==> src/rtl/pipeline_hazard_ctrl.sv <==
// Pipeline sequencing controller: load-use bubbles, taken-branch flushes and
// data-memory wait holds with timeout, plus a saturating stall-cycle counter.
module pipeline_hazard_ctrl #(
  parameter int TIMEOUT = 16,
  parameter int CNT_W   = 16
) (
  input  logic             clk,
  input  logic             R,
  input  logic [3:0]       ID_rn,
  input  logic [3:0]       ID_rm,
  input  logic             ID_uses_rn,
  input  logic             ID_uses_rm,
  input  logic             EX_load_instr,
  input  logic             EX_RF_enable,
  input  logic [3:0]       EX_rd,
  input  logic             ID_branch_taken,
  input  logic             MEM_mem_req,
  input  logic             mem_ready,
  output logic             PC_LE,
  output logic             IF_ID_LE,
  output logic             IF_ID_flush,
  output logic             CU_S,
  output logic             pipe_hold,
  output logic             mem_timeout,
  output logic [CNT_W-1:0] stall_cycles
);

  localparam int WC_W = (TIMEOUT > 1) ? $clog2(TIMEOUT) : 1;
  localparam logic [WC_W-1:0] WC_LAST = WC_W'(TIMEOUT - 1);

  typedef enum logic [0:0] {
    RUN      = 1'b0,
    MEM_WAIT = 1'b1
  } state_t;

  state_t            state_r, state_nxt_s;
  logic [WC_W-1:0]   wait_cnt_r, wait_cnt_nxt_s;
  logic              mem_timeout_r, timeout_set_s;
  logic [CNT_W-1:0]  stall_cycles_r;
  logic              load_use_s, hold_s, eval_s;
  logic              pc_le_s, if_id_le_s, if_id_flush_s, cu_s_s, pipe_hold_s;

  assign load_use_s = EX_load_instr & EX_RF_enable &
                      ((ID_uses_rn & (ID_rn == EX_rd)) | (ID_uses_rm & (ID_rm == EX_rd)));

  // Next-state logic and Mealy output decode.
  always_comb begin
    state_nxt_s    = state_r;
    wait_cnt_nxt_s = wait_cnt_r;
    timeout_set_s  = 1'b0;
    hold_s         = 1'b0;
    eval_s         = 1'b0;
    pc_le_s        = 1'b1;
    if_id_le_s     = 1'b1;
    if_id_flush_s  = 1'b0;
    cu_s_s         = 1'b0;
    pipe_hold_s    = 1'b0;

    case (state_r)
      RUN: begin
        if (MEM_mem_req && !mem_ready) begin
          hold_s         = 1'b1;
          state_nxt_s    = MEM_WAIT;
          wait_cnt_nxt_s = '0;
        end else begin
          eval_s = 1'b1;
        end
      end
      MEM_WAIT: begin
        if (mem_ready) begin
          eval_s      = 1'b1;
          state_nxt_s = RUN;
        end else if (wait_cnt_r == WC_LAST) begin
          // access abandoned: release the pipe and latch the error
          timeout_set_s = 1'b1;
          eval_s        = 1'b1;
          state_nxt_s   = RUN;
        end else begin
          hold_s         = 1'b1;
          wait_cnt_nxt_s = wait_cnt_r + WC_W'(1);
        end
      end
      default: begin
        state_nxt_s    = RUN;
        wait_cnt_nxt_s = '0;
      end
    endcase

    if (hold_s) begin
      pc_le_s     = 1'b0;
      if_id_le_s  = 1'b0;
      pipe_hold_s = 1'b1;
    end else if (eval_s && ID_branch_taken) begin
      if_id_le_s    = 1'b0;
      if_id_flush_s = 1'b1;
    end else if (eval_s && load_use_s) begin
      pc_le_s    = 1'b0;
      if_id_le_s = 1'b0;
      cu_s_s     = 1'b1;
    end else begin
      pc_le_s = 1'b1;
    end

    // outputs are forced to a safe quiescent pattern while reset is held
    if (!R) begin
      pc_le_s       = 1'b0;
      if_id_le_s    = 1'b0;
      if_id_flush_s = 1'b1;
      cu_s_s        = 1'b1;
      pipe_hold_s   = 1'b0;
    end else begin
      pipe_hold_s = pipe_hold_s;
    end
  end

  // State, wait counter, sticky timeout flag and saturating stall counter.
  always_ff @(posedge clk or negedge R) begin
    if (!R) begin
      state_r        <= RUN;
      wait_cnt_r     <= '0;
      mem_timeout_r  <= 1'b0;
      stall_cycles_r <= '0;
    end else begin
      state_r    <= state_nxt_s;
      wait_cnt_r <= wait_cnt_nxt_s;
      if (timeout_set_s) begin
        mem_timeout_r <= 1'b1;
      end
      if (!pc_le_s && (stall_cycles_r != {CNT_W{1'b1}})) begin
        stall_cycles_r <= stall_cycles_r + CNT_W'(1);
      end
    end
  end

  assign PC_LE        = pc_le_s;
  assign IF_ID_LE     = if_id_le_s;
  assign IF_ID_flush  = if_id_flush_s;
  assign CU_S         = cu_s_s;
  assign pipe_hold    = pipe_hold_s;
  assign mem_timeout  = mem_timeout_r;
  assign stall_cycles = stall_cycles_r;

endmodule

==> config.mk <==
export PLATFORM = sky130hd
export DESIGN_NAME = pipeline_hazard_ctrl
export DESIGN_NICKNAME = d
export VERILOG_FILES = /design/src/rtl/pipeline_hazard_ctrl.sv
export SDC_FILE = /design/constraint.sdc
export NUM_CORES = 1
export LEC_CHECK = 0
export CAP_MARGIN = 30
export CORE_ASPECT_RATIO = 0.9
export CORE_MARGIN = 4
export CORE_UTILIZATION = 30
export CTS_BUF_LIST = sky130_fd_sc_hd__clkbuf_4 sky130_fd_sc_hd__clkbuf_8 sky130_fd_sc_hd__clkbuf_16
export DETAILED_ROUTE_END_ITERATION = 10
export PLACE_DENSITY = 0.58
export SETUP_SLACK_MARGIN = 0.15
export SYNTH_ARGS = -nofsm -noshare
export SYNTH_HDL_FRONTEND = slang
export SYNTH_SLANG_ARGS = --single-unit
export TNS_END_PERCENT = 20
==> constraint.sdc <==
create_clock -name clk -period 2 [get_ports clk]
set_clock_uncertainty 0.15 [all_clocks]
set_input_delay 0.3 -clock clk [delete_from_list [all_inputs] [get_ports clk]]
set_output_delay 0.3 -clock clk [all_outputs]
set_load 0.005 [all_outputs]
==> run_results.csv, run 1 <==
group,metric,value,unit
outcome,run_status,"completed",
floorplanning,start_util,0.3128,
floorplanning,core,4461,µm²
power,power.leakage,0.9943,nW
layout,multi_input_area,914.6,µm²
cts,ctsHoldBuffers,0,
critical_path,rr_startpoint,"wait_cnt_r[1]",
placed_design,gp_congestion,0.8463,
critical_path,path_delay_family,"flip-flops",
placed_design,dp_hpwl,3075,µm
timing,fin_crit_sh,0.9978,
cts,ctsHtreeMaxLevel,1,
critical_path,crit_fanout,3,
drt,drcViolationCount,0,
layout,stdcell_area,2295,µm²
synth,ys_types,41,
critical_path,reg2reg_depth,8,
synth,ys_warn_count,0,
floorplanning,io_pins,43,
critical_path,crit_type,"flip-flop to primary output",
layout,nets,235,
timing,setup_violations,0,
drt,drt_iter0_drc,91,
critical_path,worstSetupStartpointType,"flip-flop",
drt,ant_nets,0,
synth,ys_ff_latch,22,
synth,synthArstFlopShare,1.000,
synth,synth.net_count,158,
critical_path,slowest_stage,"dfrtp_1",
synth,synth_cells,135,
synth,synthFlopType,"dfrtp_1",
timing,relSlewSlack,0.7694,
layout,syn2layout_area_growth,64.48,%
synth,syn-cell-area,1395,µm²
power,total_power,1.649,mW
drt,drt_first_pass_iters,4,
cts,clock-sinks,22,
critical_path,cp_num_buf_inv,3,
power,ir_drop,575.7,µV
critical_path,cp.required,1.55,ns
placed_design,placed_area,2063,µm²
synth,ys_seq_area_frac,0.3946,
global_route,grt_max_degree,18,
flow_run,cap_violations,0,
drt,wire_per_inst,15.45,µm
timing,drv_slew,0,
timing,setup_ws,0.004444,ns
cts,clk_latency,0.26,ns
cts,cts_tree,"done",
synth,synthDominantCellAreaShare,0.3946,
worst_hold_path,hold_class,"input pin to asynchronous set/reset pin",
global_route,grt_overflow,0,
drt,wl,4202,µm
floorplanning,die-area,5807,µm²
timing,rsz0062_at_grt,"yes",
layout,mostFrequentLayoutCells,"buf_4 (25), dfrtp_1 (22), clkdlybuf4s50_1 (21)",
global_route,track_usage,0.1433,
global_route,grt_pass1_vias,1394,
timing,tightest_slew,0.3459,ns
drt,num_vias,1396,
cts,root_buffer,"clkbuf_8",
placed_design,dpl_worst_slack,-0.4714,ns
critical_path,slowest_delay,0.40,ns
layout,layout-drive-gt1-share,0.3571,
cts,numCtsBuffers,3,
cts,clkTransAtPathRegs,0.08,ns
synth,synth_edf_count,0,
global_route,antenna_found_initial,0,
drt,routed_via_density,5.132,
synth,avgSynthCellArea,10.33,µm²
global_route,grt_pass1_wl,6651,µm
floorplanning,die-height,72.70,µm
timing,final-hold-violation-count,0,
layout,nFillCells,406,
floorplanning,core.rowCount,23,
critical_path,cp.arrival,1.55,ns
critical_path,reg2reg_slack,0.01,ns
cts,cts_buffer_depth,2,
synth,yosys-top-cells-area,"dfrtp_1 (39%), xnor2_1 (9.4%), o211ai_1 (4.8%)",
synth,synth_top_area_cell,"dfrtp_1",
critical_path,cp_common_cell,"buf_4",
layout,seq_area,550.5,µm²
layout,final_common_cell,"buf_4",
timing,fmaxAchievable,501.1,MHz
critical_path,r2r-end,"stall_cycles[14]",
timing,worst_hold_slack,0.1769,ns
critical_path,path_cells,"ha_2 -> and4_4 -> buf_4 -> buf_4 -> o21ai_1 -> nand2_1 -> buf_2",
power,power_density,718.7,nW/µm²
placed_design,port_buffers,42,
floorplanning,die_w,79.88,µm
layout,antennaDiodeCount,0,
critical_path,end_kind,"primary output",
timing,fin_crit,1.996,ns
-- kinds of logic (layout without fill, tap and decap cells) --
logic type,count (synthesis),count (layout),synth area share
simple gates,40,40,0.1803
compound gates,39,39,0.2323
flops,22,22,0.3946
xor+xnor,16,16,0.1005
buf+inv,11,86,0.03139
mux,5,5,0.04304
fa+ha+maj,2,2,0.01793
-- state kept, by name, summed over array words and instances (netlist names) --
register and flops:
wait_cnt_r 4, state_r 1, stall_cycles 16, mem_timeout 1
-- stage by stage --
step	util	std cells	TNS (ns)
after floorplan	-	135	0
after CTS	0.4906	267	-0.02596
after global routing	0.5144	272	-0.3066
final	0.5144	272	0
after detailed placement	0.4626	261	-5.114
after global placement	0.4626	261	-4.399
-- cells in the mapped netlist, types with 2 or more instances --
cell type	count
mux2_2	4
xnor2_1	15
nand2b_1	2
ha_1	2
nand4_1	3
o21ai_0	5
and3_1	3
inv_1	9
o31ai_1	2
o2111ai_1	4
buf_2	2
a22o_1	4
a22oi_1	3
nand3_1	7
nand2_1	6
and4_4	3
nor4_1	2
nor3_1	2
o211ai_1	9
dfrtp_1	22
nor2_1	6
-- worst max path at each step --
stage	to	cells after the start	start
global placement	IF_ID_LE	6	EX_rd[2]
global route	stall_cycles[14]	8	wait_cnt_r[1]
finish	IF_ID_flush	7	wait_cnt_r[1]
floorplan	stall_cycles[1]	6	stall_cycles[0]
CTS	IF_ID_LE	6	wait_cnt_r[1]
detailed placement	CU_S	7	EX_rd[3]
-- power breakdown --
part / switching (mW) / internal (mW)
clock: 0.141 / 0.134
combinational: 0.288 / 0.413
sequential: 0.130 / 0.543
total: 0.559 / 1.09
-- repair_timing --
action,in CTS,in global routing
endpoints found under the setup margin,21,21
buffers inserted,3,4
pin swaps,22,13
cloned,0,1
resized for setup,57,11
-- layer usage --
metal / part of all wire / track usage
met2: 0.51 / 0.2537
met5: 0 / 0
met4: 0.0083 / 0.01689
met3: 0.035 / 0.03951
met1: 0.45 / 0.1795
-- final cells by class --
cell class	count	area share
inverters	9	0.01472
multi-input cells	102	0.3986
well taps	62	0.03381
repair buffers	74	0.2950
clock buffers	3	0.01799
flip-flops and latches	22	0.2399
No activity file was read; power rests on OpenSTA's default activity.
==> run 2: changes to the inputs <==
CORE_UTILIZATION = 46   (was 30)
HOLD_SLACK_MARGIN = 0.05   (was unset)
PLACE_DENSITY = 0.82   (was 0.58)
==> run 2 against run 1 <==
The run now ends with setup timing left. Cell count down 8.5%. Die area down 31%. Worst setup slack worse by 0.021 ns. Critical endpoint is now PC_LE. Largest power group unchanged. Highest routed layer unchanged.
==> run_results.csv, run 2 (same netlist as run 1, synthesis figures left out) <==
group,metric,value,unit
floorplanning,core.rowCount,18,
layout,antennaDiodeCount,0,
cts,cts_tree,"done",
outcome,run_status,"complete, but fails checks",
cts,clk_latency,0.31,ns
timing,tightest_slew,0.3674,ns
drt,drt_first_pass_iters,4,
critical_path,r2r-end,"stall_cycles[14]",
drt,drt_iter0_drc,131,
drt,num_vias,1429,
drt,dr_wl_met3,171,µm
layout,mostFrequentLayoutCells,"clkdlybuf4s50_1 (27), buf_4 (23), dfrtp_1 (21)",
placed_design,dp_hpwl,2960,µm
timing,relSlewSlack,0.7528,
cts,clkTransAtPathRegs,0.14,ns
worst_hold_path,hp-start,"mem_timeout",
timing,setup_ws,-0.01621,ns
drt,dr_wl_met2,2259,µm
outcome,violations,"setup timing",
worst_hold_path,hold_depth,1,
drt,ant_nets,0,
critical_path,reg2reg_depth,7,
worst_hold_path,hold_end,"mem_timeout",
critical_path,crit_fanout,2,
timing,fin_crit_sh,1.008,
global_route,grt_max_degree,23,
global_route,grt_pass1_vias,1376,
drt,wl_met1,1877,µm
timing,fmaxAchievable,496.0,MHz
power,ir_drop,768.4,µV
layout,syn2layout_area_growth,63.77,%
critical_path,cp.required,1.55,ns
flow_run,cap_violations,0,
floorplanning,die-height,60.25,µm
layout,largest_reg_flops,16,
critical_path,rr_startpoint,"wait_cnt_r[1]",
power,power.leakage,0.9868,nW
global_route,grt_pass1_wl,6644,µm
power,total_power,1.744,mW
worst_hold_path,hold_class,"flip-flop to flip-flop",
critical_path,crit_type,"input pin to primary output",
global_route,antenna_found_initial,0,
cts,numCtsBuffers,3,
critical_path,end_kind,"primary output",
power,power_density,763.5,nW/µm²
cts,clock-sinks,22,
timing,rsz0062_at_grt,"yes",
drt,drcViolationCount,0,
cts,root_buffer,"clkbuf_4",
timing,final-hold-violation-count,0,
timing,drv_slew,0,
floorplanning,die_w,66.05,µm
global_route,grt_overflow,0,
placed_design,gp_congestion,0.8437,
floorplanning,io_pins,43,
critical_path,cp.arrival,1.57,ns
timing,fin_crit,2.016,ns
timing,tns,-0.03343,ns
cts,ctsHtreeMaxLevel,1,
drt,routed_via_density,5.739,
drt,topRoutingLayerUsed,"met4",
global_route,track_usage,0.2190,
cts,cts_buffer_depth,2,
placed_design,port_buffers,42,
floorplanning,die-area,3979,µm²
critical_path,reg2reg_slack,0.08,ns
layout,nets,233,
layout,final_common_cell,"clkdlybuf4s50_1",
critical_path,worstSetupStartpointType,"input pin",
drt,wl,4439,µm
timing,setup_violations,3,
drt,wire_per_inst,17.83,µm
floorplanning,core,2815,µm²
layout,layout-drive-gt1-share,0.3923,
floorplanning,start_util,0.4956,
## run 2: worst max-delay path: stages
cell and delay, ns:
clkdlybuf4s50_1 0.50, xnor2_2 0.13, nand3_2 0.15, o22ai_4 0.20, buf_6 0.14, nor2_4 0.03, buf_2 0.11
## run 2: cell type report
cell class	instances	area [µm²]
multi-input combinational	102	940.9
timing repair buffer	72	655.6
sequential	22	551.8
fill	165	530.5
tap	40	50.05
inverter	9	33.78
clock inverter	1	30.03
clock buffer	3	22.52
## run 2: how the worst max path moves through the flow
stage / from / endpoint / depth (start not counted)
finish: ID_rm[0] / PC_LE / 7
global placement: EX_rd[1] / CU_S / 7
CTS: wait_cnt_r[1] / PC_LE / 6
floorplan: stall_cycles[0] / stall_cycles[1] / 6
global route: wait_cnt_r[1] / IF_ID_LE / 5
detailed placement: EX_rd[3] / CU_S / 7
## run 2: repair_timing
item,in CTS,in global routing
resized for setup,44,22
cloned,0,1
hold buffers,0,0
setup buffers,3,3
setup endpoints to repair,21,23
pin swaps,10,17
## run 2: power by group
| group | internal (mW) | switching (mW) |
|---|---|---|
| registers | 0.542 | 0.138 |
| clock network | 0.202 | 0.141 |
| logic | 0.416 | 0.305 |
| total | 1.16 | 0.584 |
## run 2: routing by layer
metal / vias up / GRT usage
met5: - / 0
met4: 0 / 0.08986
met3: 12 / 0.02820
met2: 47 / 0.3814
met1: 707 / 0.2755
li1: 663 / -
## run 2: metrics by stage
| stage | cells | hold WS [ns] | area, µm² | worst slack [ns] | util |
|---|---|---|---|---|---|
| 2_1_floorplan | 135 | -0.1456 | 1395 | 0.1934 | - |
| 3_3_place_gp | 238 | 0.3069 | 2028 | -0.4235 | 0.7204 |
| 3_5_place_dp | 238 | 0.3170 | 2028 | -0.5148 | 0.7204 |
| 4_1_cts | 245 | 0.3527 | 2136 | 0.002406 | 0.7587 |
| 5_1_grt | 249 | 0.3774 | 2285 | -0.09333 | 0.8116 |
| 6_report | 249 | 0.3445 | 2285 | -0.01621 | 0.8116 |
